[config.mk]
export PLATFORM = sky130hd
export DESIGN_NAME = mult_share_sched
export DESIGN_NICKNAME = d
export VERILOG_FILES = /design/src/rtl/mult_sched_pkg.sv /design/src/rtl/mult_share_sched_rr_arbiter.sv /design/src/rtl/mult_share_sched.sv
export SDC_FILE = /design/constraint.sdc
export NUM_CORES = 1
export LEC_CHECK = 0
export BUFFER_PORTS_ARGS = -buffer_cell sky130_fd_sc_hd__buf_2
export CAP_MARGIN = 15
export CORE_ASPECT_RATIO = 1.1
export CORE_MARGIN = 8
export CORE_UTILIZATION = 45
export DETAILED_ROUTE_END_ITERATION = 10
export PLACE_DENSITY = 0.9
export SYNTH_ARGS = -nofsm -noshare
export SYNTH_HDL_FRONTEND = slang
export SYNTH_HIERARCHICAL = 1
export SYNTH_SLANG_ARGS = --single-unit
[constraint.sdc]
create_clock -name clk -period 2.3 [get_ports clk]
set_input_delay 0.46 -clock clk [delete_from_list [all_inputs] [get_ports clk]]
set_output_delay 0.46 -clock clk [all_outputs]
set_load 0.005 [all_outputs]
[src/rtl/mult_sched_pkg.sv]
// Shared constants for the shared-multiplier scheduler: FSM state codes and
// datapath adder-select encodings.
package mult_sched_pkg;

  localparam logic [2:0] ST_IDLE    = 3'd0;
  localparam logic [2:0] ST_CLEAR   = 3'd1;
  localparam logic [2:0] ST_LOAD    = 3'd2;
  localparam logic [2:0] ST_RUN     = 3'd3;
  localparam logic [2:0] ST_CAPTURE = 3'd4;
  localparam logic [2:0] ST_DONE    = 3'd5;

  localparam logic [2:0] SEL_ADD  = 3'b000;
  localparam logic [2:0] SEL_PASS = 3'b001;

endpackage

[src/rtl/mult_share_sched_rr_arbiter.sv]
// Combinational round-robin arbiter: scans upward from i_ptr, wrapping at NREQ,
// and returns the first active request as a one-hot grant plus its index.
module rr_arbiter #(
  parameter int NREQ  = 2,
  parameter int IDX_W = (NREQ > 1) ? $clog2(NREQ) : 1
) (
  input  logic [NREQ-1:0]  i_req,
  input  logic [IDX_W-1:0] i_ptr,
  input  logic             i_enable,
  output logic [NREQ-1:0]  o_gnt,
  output logic [IDX_W-1:0] o_idx
);

  int   w_pos;
  logic w_found;

  always_comb begin
    o_gnt   = '0;
    o_idx   = '0;
    w_found = 1'b0;
    w_pos   = 0;
    for (int i = 0; i < NREQ; i++) begin
      w_pos = int'(i_ptr) + i;
      if (w_pos >= NREQ) begin
        w_pos = w_pos - NREQ;
      end
      if (i_enable && !w_found && i_req[w_pos]) begin
        o_gnt[w_pos] = 1'b1;
        o_idx        = IDX_W'(w_pos);
        w_found      = 1'b1;
      end
    end
  end

endmodule

[src/rtl/mult_share_sched.sv]
// Round-robin scheduler sharing one sequential shift-add multiplier datapath
// between NREQ requesters; sequences the datapath and returns the product.
module mult_share_sched
  import mult_sched_pkg::*;
#(
  parameter int NREQ  = 2,
  parameter int WIDTH = 8
) (
  input  logic                  clk,
  input  logic                  rst_n,
  input  logic [NREQ-1:0]       req,
  input  logic [NREQ*WIDTH-1:0] a_in,
  input  logic [NREQ*WIDTH-1:0] b_in,
  output logic [NREQ-1:0]       gnt,
  output logic [NREQ-1:0]       done,
  output logic [2*WIDTH-1:0]    result,
  output logic                  busy,
  output logic [WIDTH-1:0]      dp_a_op,
  output logic [WIDTH-1:0]      dp_b_op,
  output logic                  dp_zero,
  output logic                  dp_lda,
  output logic                  dp_ldb,
  output logic                  dp_ldp,
  output logic                  dp_shen,
  output logic [2:0]            dp_sel,
  input  logic                  dp_a0,
  input  logic [2*WIDTH-1:0]    dp_prod
);

  localparam int CNT_W = (WIDTH > 1) ? $clog2(WIDTH) : 1;
  localparam int IDX_W = (NREQ > 1) ? $clog2(NREQ) : 1;

  logic [2:0]         r_state;
  logic [2:0]         w_next;
  logic [IDX_W-1:0]   r_ptr;
  logic [IDX_W-1:0]   r_owner;
  logic [CNT_W-1:0]   r_cnt;
  logic [2*WIDTH-1:0] r_result;
  logic [NREQ-1:0]    r_gnt;
  logic [NREQ-1:0]    r_done;
  logic               r_busy;

  logic [NREQ-1:0]    w_arb_gnt;
  logic [IDX_W-1:0]   w_arb_idx;
  logic               w_arb_en;

  assign w_arb_en = (r_state == ST_IDLE);

  rr_arbiter #(
    .NREQ  (NREQ),
    .IDX_W (IDX_W)
  ) u_arb (
    .i_req    (req),
    .i_ptr    (r_ptr),
    .i_enable (w_arb_en),
    .o_gnt    (w_arb_gnt),
    .o_idx    (w_arb_idx)
  );

  always_comb begin
    w_next = r_state;
    case (r_state)
      ST_IDLE:    if (|req) w_next = ST_CLEAR;
      ST_CLEAR:   w_next = ST_LOAD;
      ST_LOAD:    w_next = ST_RUN;
      ST_RUN:     if (r_cnt == CNT_W'(WIDTH - 1)) w_next = ST_CAPTURE;
      ST_CAPTURE: w_next = ST_DONE;
      ST_DONE:    w_next = ST_IDLE;
      default:    w_next = ST_IDLE;
    endcase
  end

  always_ff @(posedge clk or negedge rst_n) begin
    if (!rst_n) begin
      r_state  <= ST_IDLE;
      r_ptr    <= '0;
      r_owner  <= '0;
      r_cnt    <= '0;
      r_result <= '0;
      r_gnt    <= '0;
      r_done   <= '0;
      r_busy   <= 1'b0;
    end else begin
      r_state <= w_next;
      r_busy  <= (w_next != ST_IDLE);
      r_done  <= '0;
      case (r_state)
        ST_IDLE: begin
          if (|req) begin
            r_owner <= w_arb_idx;
            r_gnt   <= w_arb_gnt;
          end
        end
        ST_CLEAR: r_cnt <= '0;
        ST_RUN:   r_cnt <= r_cnt + 1'b1;
        ST_CAPTURE: begin
          r_result <= dp_prod;
          // r_gnt is the owner's one-hot, so it doubles as the done mask
          r_done   <= r_gnt;
        end
        ST_DONE: begin
          r_gnt <= '0;
          r_ptr <= (r_owner == IDX_W'(NREQ - 1)) ? '0 : r_owner + 1'b1;
        end
        default: ;
      endcase
    end
  end

  assign gnt     = r_gnt;
  assign done    = r_done;
  assign result  = r_result;
  assign busy    = r_busy;
  assign dp_a_op = a_in[r_owner*WIDTH +: WIDTH];
  assign dp_b_op = b_in[r_owner*WIDTH +: WIDTH];

  always_comb begin
    dp_zero = (r_state == ST_CLEAR);
    dp_lda  = (r_state == ST_LOAD);
    dp_ldb  = (r_state == ST_LOAD);
    dp_ldp  = (r_state == ST_RUN);
    dp_shen = (r_state == ST_RUN);
    dp_sel  = ((r_state == ST_RUN) && dp_a0) ? SEL_ADD : SEL_PASS;
  end

endmodule

==> flow_metrics.tcl, run 1 <==
set metrics [dict create \
    status "finished, final reports clean" \
    wl_met1_mm 1.42 \
    endpoint_kind "output pin" \
    skew_ps 8.66 \
    fin_crit_sh_pct 89.9 \
    p_switching_mw 0.569 \
    p_clk_share_pct 19.3 \
    synth_top_area_cell "dfrtp_1" \
    syn-instance-count 118 \
    rows 22 \
    setup_slack_ps 232 \
    cts_hold_buf 0 \
    start_kind "flop" \
    hp-class "primary input to asynchronous set/reset pin" \
    place_congestion 0.779 \
    period_needed_ps 2070 \
    synthArstFlopShare_pct 100 \
    reg2reg_from "r_state[1]$_DFF_PN0_" \
    tns_ps 0 \
    critPathMaxFanout 18 \
    power_leakage_nw 1.07 \
    grt_pass1_vias 1390 \
    h-tree-depth 2 \
    cap_violations 0 \
    port_buffers 95 \
    post-place-ws_ps 573 \
    worstRegToRegCells 3 \
    path_clk_slew_ps 90 \
    syn_avg_cell_area_um2 12.6 \
    regArea_um2 726 \
    maxSlewHeadroom_pct 58.3 \
    drtPass1Iterations 4 \
    ys_seq_elements 29 \
    synth_area_leaders "dfrtp_1, mux2_2, mux2_4, buf_4, nand2_1" \
    setup_violations 0 \
    grt_pass1_wl_mm 6.37 \
    hold_viol 0 \
    p_sw_share_pct 32.3 \
    worstPathArrival_ps 1610 \
    insertedDiodeCount 0 \
    yosysWarnings 6 \
    numCtsBuffers 5 \
    multiInputGateArea_um2 663 \
    clock_latency_ps 320 \
    grt_use_total_pct 14.7 \
    postRouteAntennaNets 0 \
    top_layer_used "met4" \
    final_layout_size_suffix_gt1_share_pct 66.4 \
    p_seq_share_pct 44.0 \
    powerDensity_nw_per_um2 883 \
    io_pins 98 \
    hpwl_mm 3.15 \
    core_um2 3250 \
    clock-root-buffer "clkbuf_4" \
    antenna_found_initial 0 \
    n_fill_cell 265 \
    grt_max_degree 30 \
    clock_sinks 29 \
    reg2reg_to "result[3]$_DFFE_PN0P_" \
    cts_resized 0 \
    cts_tree "built" \
    via_count 1218 \
    nets 265 \
    ir_drop_uv 437 \
    die_area_um2 5410 \
    combPwrFrac_pct 36.7 \
    die_h_um 76.4 \
    met2RoutedLength_mm 1.99 \
    ys_seq_area_share_pct 48.7 \
    clockBufferDepth 2 \
    cts_setup_buffers 0 \
    wl_met3_um 393 \
    rsz0062_at_grt "no" \
    p_int_mw 1.19 \
    required_ps 1840 \
    totalWireLength_mm 3.84 \
    wire_per_inst_um 15.5 \
    yosysMostFrequentCell "dfrtp_1" \
    path_class "flop to output pin" \
    drc_errors 0 \
    start_util_pct 45.9 \
    dieWidth_um 70.9 \
    ys.flop_type "dfrtp_1" \
    ys_types 25 \
    synth_edf_count 0 \
    overflow 0 \
    slew_viol_final 0 \
    routed_via_density 4.93 \
    syn2layout_area_growth_pct 33.8 \
    synth_common_cells "dfrtp_1, mux2_2, nand2_1" \
    drt-initial-drc-count 31 \
    synth_top_area_share_pct 48.7 \
    max_freq_ghz 0.484 \
    netlist_area_um2 1490 \
    worst-slew-pin-transition_ps 626 \
    regToRegSetupSlack_ps 720 \
]
==> sequential cells by signal, indices dropped and copies added, names as in the netlist <==
signal   count
gnt          2
r_owner      1
busy         1
r_state      3
r_cnt        3
result      16
r_ptr        1
done         2
==> kinds of logic after synthesis <==
kind of cell	after synthesis	share of synthesized area, %
AOI/OAI and AO/OA	10	3.78
other	1	0.252
adders and majority gates	2	1.68
DFF	29	48.7
buffers and inverters	15	7.05
muxes	37	30.0
and+or+nand+nor	24	8.56
==> how the worst max path moves through the flow <==
stage | from | end | slack (ps)
2_1_floorplan | r_state[2]$_DFF_PN0_ | dp_shen | 740
3_3_place_gp | r_owner$_DFFE_PN0P_ | dp_b_op[2] | 590
3_5_place_dp | r_owner$_DFFE_PN0P_ | dp_a_op[5] | 570
4_1_cts | r_owner$_DFFE_PN0P_ | dp_b_op[3] | 220
5_1_grt | r_state[2]$_DFF_PN0_ | dp_sel[0] | 130
6_report | r_owner$_DFFE_PN0P_ | dp_a_op[5] | 230
==> final cells by class <==
type,count,share of cell area [%]
sequential,29,36.4
multi-input combinational,75,33.2
clock inverter,1,0.251
clock buffer,7,3.26
timing repair buffer,95,23.8
inverter,4,0.753
tap,36,2.26
==> through the flow <==
step | hold slack [ps] | cells | instance area [um2] | util, % | power, mW
floorplan | 164 | 119 | 1490 | - | 1.19
global placement | 465 | 239 | 1920 | 59.2 | 1.41
detailed placement | 482 | 239 | 1920 | 59.2 | 1.44
CTS | 151 | 247 | 1990 | 61.4 | 1.79
global route | 174 | 247 | 1990 | 61.4 | 1.91
finish | 147 | 247 | 1990 | 61.4 | 1.76
==> power groups by stage <==
stage	registers (mW)	clock network, mW	logic, mW
6_report	0.775	0.339	0.647
5_1_grt	0.799	0.379	0.733
4_1_cts	0.773	0.355	0.662
3_5_place_dp	0.783	0	0.658
3_3_place_gp	0.773	0	0.639
2_1_floorplan	0.706	0	0.482
==> layer usage <==
metal	global-route usage, %	vias up
met5	0	-
met1	13.1	575
li1	-	584
met3	8.95	4
met2	26.5	55
met4	5.00	0
==> critical path: stages, from the launching register on <==
cell and delay [ps]:
dfrtp_1 750, mux2_2 410, buf_2 140
==> placed cells by master (no fill, tap or decap) <==
master,instances
mux2_2,25
nor3_2,1
buf_2,95
mux2i_1,3
nor2_1,3
clkinv_2,1
dfrtp_1,29
clkbuf_8,2
nand2b_1,2
a21o_1,1
and3_1,3
clkbuf_4,5
and2_4,1
ha_1,2
a21oi_1,4
conb_1,2
nor2_4,1
nand2_1,10
nand3b_1,1
o21ai_0,3
o31a_1,1
mux2_4,9
nor3_1,2
o21ai_1,1
inv_1,4
(Power assumes the default switching activity.)
==> inputs of run 2 (changes only) <==
--- a/config.mk
+++ b/config.mk
@@ -6,4 +6,5 @@
 export NUM_CORES = 1
 export LEC_CHECK = 0
+export ABC_AREA = 1
 export BUFFER_PORTS_ARGS = -buffer_cell sky130_fd_sc_hd__buf_2
 export CAP_MARGIN = 15
@@ -12,4 +13,5 @@
 export CORE_UTILIZATION = 45
 export DETAILED_ROUTE_END_ITERATION = 10
+export HOLD_SLACK_MARGIN = 0.12
 export PLACE_DENSITY = 0.9
 export SYNTH_ARGS = -nofsm -noshare
==> constraint.sdc (replaced) <==
create_clock -name clk -period 2.3 [get_ports clk]
set_input_delay 0 -clock clk [delete_from_list [all_inputs] [get_ports clk]]
set_output_delay 0 -clock clk [all_outputs]
set_load 0.005 [all_outputs]
==> flow_metrics.tcl, run 2 <==
set metrics [dict create \
    worstPathArrival_ps 2140 \
    start_kind "flop" \
    ys_types 19 \
    core_um2 3250 \
    cts_resized 0 \
    cap_violations 0 \
    regArea_um2 726 \
    cpLargestDelayFamily "simple AND/OR/NAND/NOR gates" \
    clock_latency_ps 340 \
    p_seq_share_pct 41.8 \
    path_class "flop to flop" \
    period_needed_ps 1870 \
    synth_common_cells "nand2_1, dfrtp_1, nand3_1" \
    required_ps 2570 \
    crit_cells 6 \
    fin_crit_sh_pct 81.2 \
    final_cell_mix "buf_2, nand2_1, dfrtp_1, nand3_1, dlygate4sd3_1" \
    numCtsBuffers 5 \
    syn-instance-count 166 \
    max_stage_delay_ps 570 \
    rsz0062_at_grt "no" \
    drtPass1Iterations 4 \
    nets 334 \
    port_buffers 95 \
    die_area_um2 5360 \
    n_fill_cell 271 \
    power_mw 1.83 \
    ys_seq_elements 29 \
    via_count 1547 \
    stdcell_area_um2 2190 \
    antenna_found_initial 0 \
    grt_pass1_vias 1720 \
    place_congestion 0.757 \
    stdcell_count 316 \
    hpwl_mm 3.18 \
    die_h_um 76.0 \
    p_sw_share_pct 37.7 \
    crit_end "gnt[0]$_DFFE_PN0P_" \
    clock_sinks 29 \
    totalWireLength_mm 4.30 \
    overflow 0 \
    synth_area_leaders "dfrtp_1, nand2_1, mux2_2, nand3_1, buf_4" \
    p_switching_mw 0.692 \
    place_area_um2 1940 \
    critPathMaxFanout 6 \
    cts_tree "built" \
    ir_drop_uv 363 \
    status "finished, final reports clean" \
    netlist_area_um2 1470 \
    skew_ps 8.29 \
    drc_errors 0 \
    worstRegToRegCells 6 \
    h-tree-depth 2 \
    crit_chain "nor3_2, nand2_1, a21oi_1, dlygate4sd3_1, nand3_1, nand2_1" \
    start_util_pct 45.4 \
    synth_edf_count 0 \
    power_leakage_nw 1.23 \
    wire_per_inst_um 13.6 \
    dieWidth_um 70.6 \
    p_int_mw 1.14 \
    synthArstFlopShare_pct 100 \
    final_layout_size_suffix_gt1_share_pct 45.0 \
    clockBufferDepth 2 \
    cp_common_cell "nand2_1" \
    grt_use_total_pct 16.4 \
    critPathBufInv 1 \
    critPathLaunch "r_state[1]$_DFF_PN0_" \
    multiInputGateArea_um2 636 \
    maxSlewHeadroom_pct 57.0 \
    syn2layout_area_growth_pct 48.6 \
    reg2reg_to "gnt[0]$_DFFE_PN0P_" \
    yosysMostFrequentCell "nand2_1" \
    hold_viol 0 \
    syn_avg_cell_area_um2 8.88 \
    insertedDiodeCount 0 \
    final_common_cell "buf_2" \
    p_clk_share_pct 16.3 \
    max_freq_ghz 0.535 \
    worst-slew-pin-transition_ps 644 \
    ys_seq_area_share_pct 49.2 \
    synth_top_area_cell "dfrtp_1" \
    grt_pass1_wl_mm 7.25 \
    setup_slack_ps 432 \
    yosysWarnings 6 \
    reg2reg_from "r_state[1]$_DFF_PN0_" \
    holdWs_ps 224 \
    postRouteAntennaNets 0 \
    drt-initial-drc-count 136 \
    endpoint_kind "flop" \
    largest_reg_flops 16 \
    hp-class "primary input to asynchronous set/reset pin" \
    crit_slowest_cell "dlygate4sd3_1" \
    regToRegSetupSlack_ps 430 \
    dp_cells 288 \
    synth_top_area_share_pct 49.2 \
    powerDensity_nw_per_um2 837 \
    rows 22 \
    tns_ps 0 \
    slew_viol_final 0 \
    post-route-util_pct 67.4 \
    io_pins 98 \
    grt_max_degree 30 \
    ys.flop_type "dfrtp_1" \
    routed_via_density 4.90 \
    clock-root-buffer "clkbuf_4" \
    path_clk_slew_ps 100 \
    combPwrFrac_pct 41.9 \
    post-place-ws_ps 606 \
    setup_violations 0 \
]
-- run 2: cell count changes in the layout (fill, tap and decap cells not counted), sizes merged, moves of 2 or more --
cell,delta
mux2,-18
nand3,+25
mux2i,-3
and3,-3
nor2,+2
nand2,+43
nor3,-2
dlygate4sd3,+20
nand2b,-2
inv,+9
-- run 2: how the worst min path moves through the flow --
stage / endpoint / slack (ps) / cells after the start
3_3_place_gp: result[3]$_DFFE_PN0P_ / 50 / 1
6_report: busy$_DFF_PN0_ / 220 / 2
2_1_floorplan: busy$_DFF_PN0_ / -300 / 0
3_5_place_dp: result[7]$_DFFE_PN0P_ / 50 / 1
5_1_grt: dp_sel[0] / 250 / 3
4_1_cts: result[8]$_DFFE_PN0P_ / 220 / 2
-- run 2: repair_timing --
action,4_1_cts,5_1_grt
hold buffers,20,0
hold endpoints to repair,49,0
setup buffers,0,0
-- run 2: cell type report --
cell class,count,area share (%)
Sequential cell,29,33.1
Clock buffer,6,1.89
Tap cell,36,2.06
Clock inverter,2,0.457
Inverter,13,2.23
Multi-Input combinational cell,114,29.0
Timing Repair Buffer,116,31.2
-- run 2: cell families after synthesis --
group                      synth area share (%)
DFF                                        49.2
muxes                                      12.2
and+or+nand+nor                            26.3
buffers and inverters                      7.90
other                                     0.254
adders and majority gates                  1.70
AOI/OAI and AO/OA                          2.38
-- run 2: per-layer routing --
metal  wire [um]  track usage [%]  vias up
li1            -                -      756
met1        1650             15.8      716
met2        2230             29.5       68
met3         347             6.18        7
met4          74             8.13        0
met5           0                0        -
-- run 2: power by group through the flow --
stage          Combinational [mW]  Sequential, mW  Clock [mW]
5_1_grt                     0.867           0.793       0.327
3_3_place_gp                0.725           0.773           0
4_1_cts                     0.778           0.768       0.303
6_report                    0.768           0.767       0.298
2_1_floorplan               0.504           0.727           0
3_5_place_dp                0.747           0.778           0
==> inputs of run 3 (changes only) <==
- ABC_AREA: 1 -> 0
- CORE_UTILIZATION: 45 -> 38
- PLACE_DENSITY: 0.9 -> 0.81
- clock period: 2.3 -> 1.6 ns (I/O delays scaled with it)
==> flow_metrics.tcl, run 3 (synthesis results as in run 1) <==
set metrics [dict create \
    final_common_cell "buf_2" \
    status "finished, final reports clean" \
    drc_errors 0 \
    grt_max_degree 30 \
    reg2reg_from "r_state[1]$_DFF_PN0_" \
    insertedDiodeCount 0 \
    core_um2 3870 \
    drtPass1Iterations 4 \
    hold_path_depth 3 \
    h-tree-depth 2 \
    wire_per_inst_um 14.7 \
    numCtsBuffers 5 \
    grt_pass1_wl_mm 6.40 \
    regToRegSetupSlack_ps 190 \
    reg2reg_to "r_owner$_DFFE_PN0P_" \
    syn2layout_area_growth_pct 50.3 \
    drt-initial-drc-count 24 \
    setup_violations 0 \
    skew_ps 2.26 \
    tns_ps 0 \
    hp-class "primary input to output pin" \
    maxSlewHeadroom_pct 58.4 \
    io_pins 98 \
    totalWireLength_mm 4.17 \
    port_buffers 95 \
    required_ps 1600 \
    die_h_um 81.7 \
    rows 24 \
    worst-slew-pin-transition_ps 624 \
    max_freq_ghz 0.703 \
    worstPathArrival_ps 1420 \
    cap_violations 0 \
    worstRegToRegCells 4 \
    critPathMaxFanout 10 \
    dieWidth_um 75.7 \
    clock-root-buffer "clkbuf_8" \
    grt_pass1_vias 1421 \
    via_count 1264 \
    cts_tree "built" \
    holdWs_ps 226 \
    period_needed_ps 1420 \
    power_leakage_nw 1.16 \
    nets 286 \
    endpoint_kind "output pin" \
    final_cell_mix "buf_2, dfrtp_1, mux2_2, dlygate4sd3_1, nand2_1" \
    hold_viol 0 \
    start_kind "flop" \
    final_layout_size_suffix_gt1_share_pct 61.5 \
    place_congestion 0.752 \
    grt_use_total_pct 13.5 \
    overflow 0 \
    holdCritStartpoint "dp_a0" \
    rsz0062_at_grt "no" \
    slew_viol_final 0 \
    ir_drop_uv 412 \
    postRouteAntennaNets 0 \
    path_clk_slew_ps 50 \
    fin_crit_sh_pct 88.9 \
    powerDensity_nw_per_um2 1210 \
    routed_via_density 4.47 \
    die_area_um2 6180 \
    clockBufferDepth 2 \
    start_util_pct 38.5 \
    hpwl_mm 3.13 \
    clock_latency_ps 280 \
    largest_reg_flops 16 \
    path_class "flop to output pin" \
    clock_sinks 29 \
    antenna_found_initial 0 \
    hold_path_end "dp_sel[0]" \
]
run 3: changes by cell type in the layout (fill, tap and decap cells not counted), sizes merged, moves of 2 or more:
cell    previous run  this run
inv               13         4
nor2               6         4
nor3               1         3
clkinv             2         0
nand3             25         0
mux2i              0         3
and3               0         3
nand2             53        10
mux2              16        34
nand2b             0         2
run 3: layout make-up:
cell class	count	area, um2
Fill cell	329	1630
Sequential cell	29	727
Timing Repair Buffer	116	681
Multi-Input combinational cell	75	666
Clock buffer	7	86.3
Tap cell	52	65.1
Inverter	4	15.0
run 3: through the flow:
stage               utilization, %  cell area (um2)  instances  worst slack [ps]  power (mW)
floorplan                        -             1490        119               157        1.71
global placement              50.6             1960        257               237        2.07
detailed placement            50.6             1960        257               197        2.10
CTS                           57.8             2240        283              81.6        2.73
global route                  57.8             2240        283              26.7        2.91
finish                        57.8             2240        283               177        2.71
run 3: power breakdown:
group          internal, mW  switching, mW  leakage, nW
registers             0.918          0.166        0.341
clock network         0.340          0.244       0.0443
logic                 0.605          0.437        0.776
run 3: worst max path at each step:
| stage | start | to | depth (start not counted) |
|---|---|---|---|
| floorplan | r_state[1]$_DFF_PN0_ | result[10]$_DFFE_PN0P_ | 6 |
| global route | r_state[2]$_DFF_PN0_ | dp_sel[0] | 4 |
| global placement | r_state[1]$_DFF_PN0_ | result[0]$_DFFE_PN0P_ | 3 |
| CTS | r_state[2]$_DFF_PN0_ | dp_sel[0] | 4 |
| detailed placement | r_state[1]$_DFF_PN0_ | r_owner$_DFFE_PN0P_ | 4 |
| finish | r_state[2]$_DFF_PN0_ | dp_sel[0] | 4 |
run 3: worst max-delay path: stages, from the launching register on:
cell and delay [ps]:
dfrtp_1 460, nand2b_1 280, nor2_2 220, nand2_1 70
buf_2 120
run 3: per-layer routing:
layer  vias to the layer above  track usage, %  routed length, um  share of wire [%]
met1                       568            15.1               1650                 40
met4                         0            4.62                 54                1.3
met2                        68            23.2               2010                 48
li1                        622               -                  -                  -
met5                         -               0                  0                  0
met3                         6            4.64                448                 11
run 3: timing repair:
| action | 4_1_cts | 5_1_grt |
|---|---|---|
| hold endpoints to repair | 48 | 0 |
| buffers inserted | 0 | 0 |
| setup endpoints to repair | 16 | 3 |
| resized for setup | 1 | 1 |
| hold buffers | 19 | 0 |
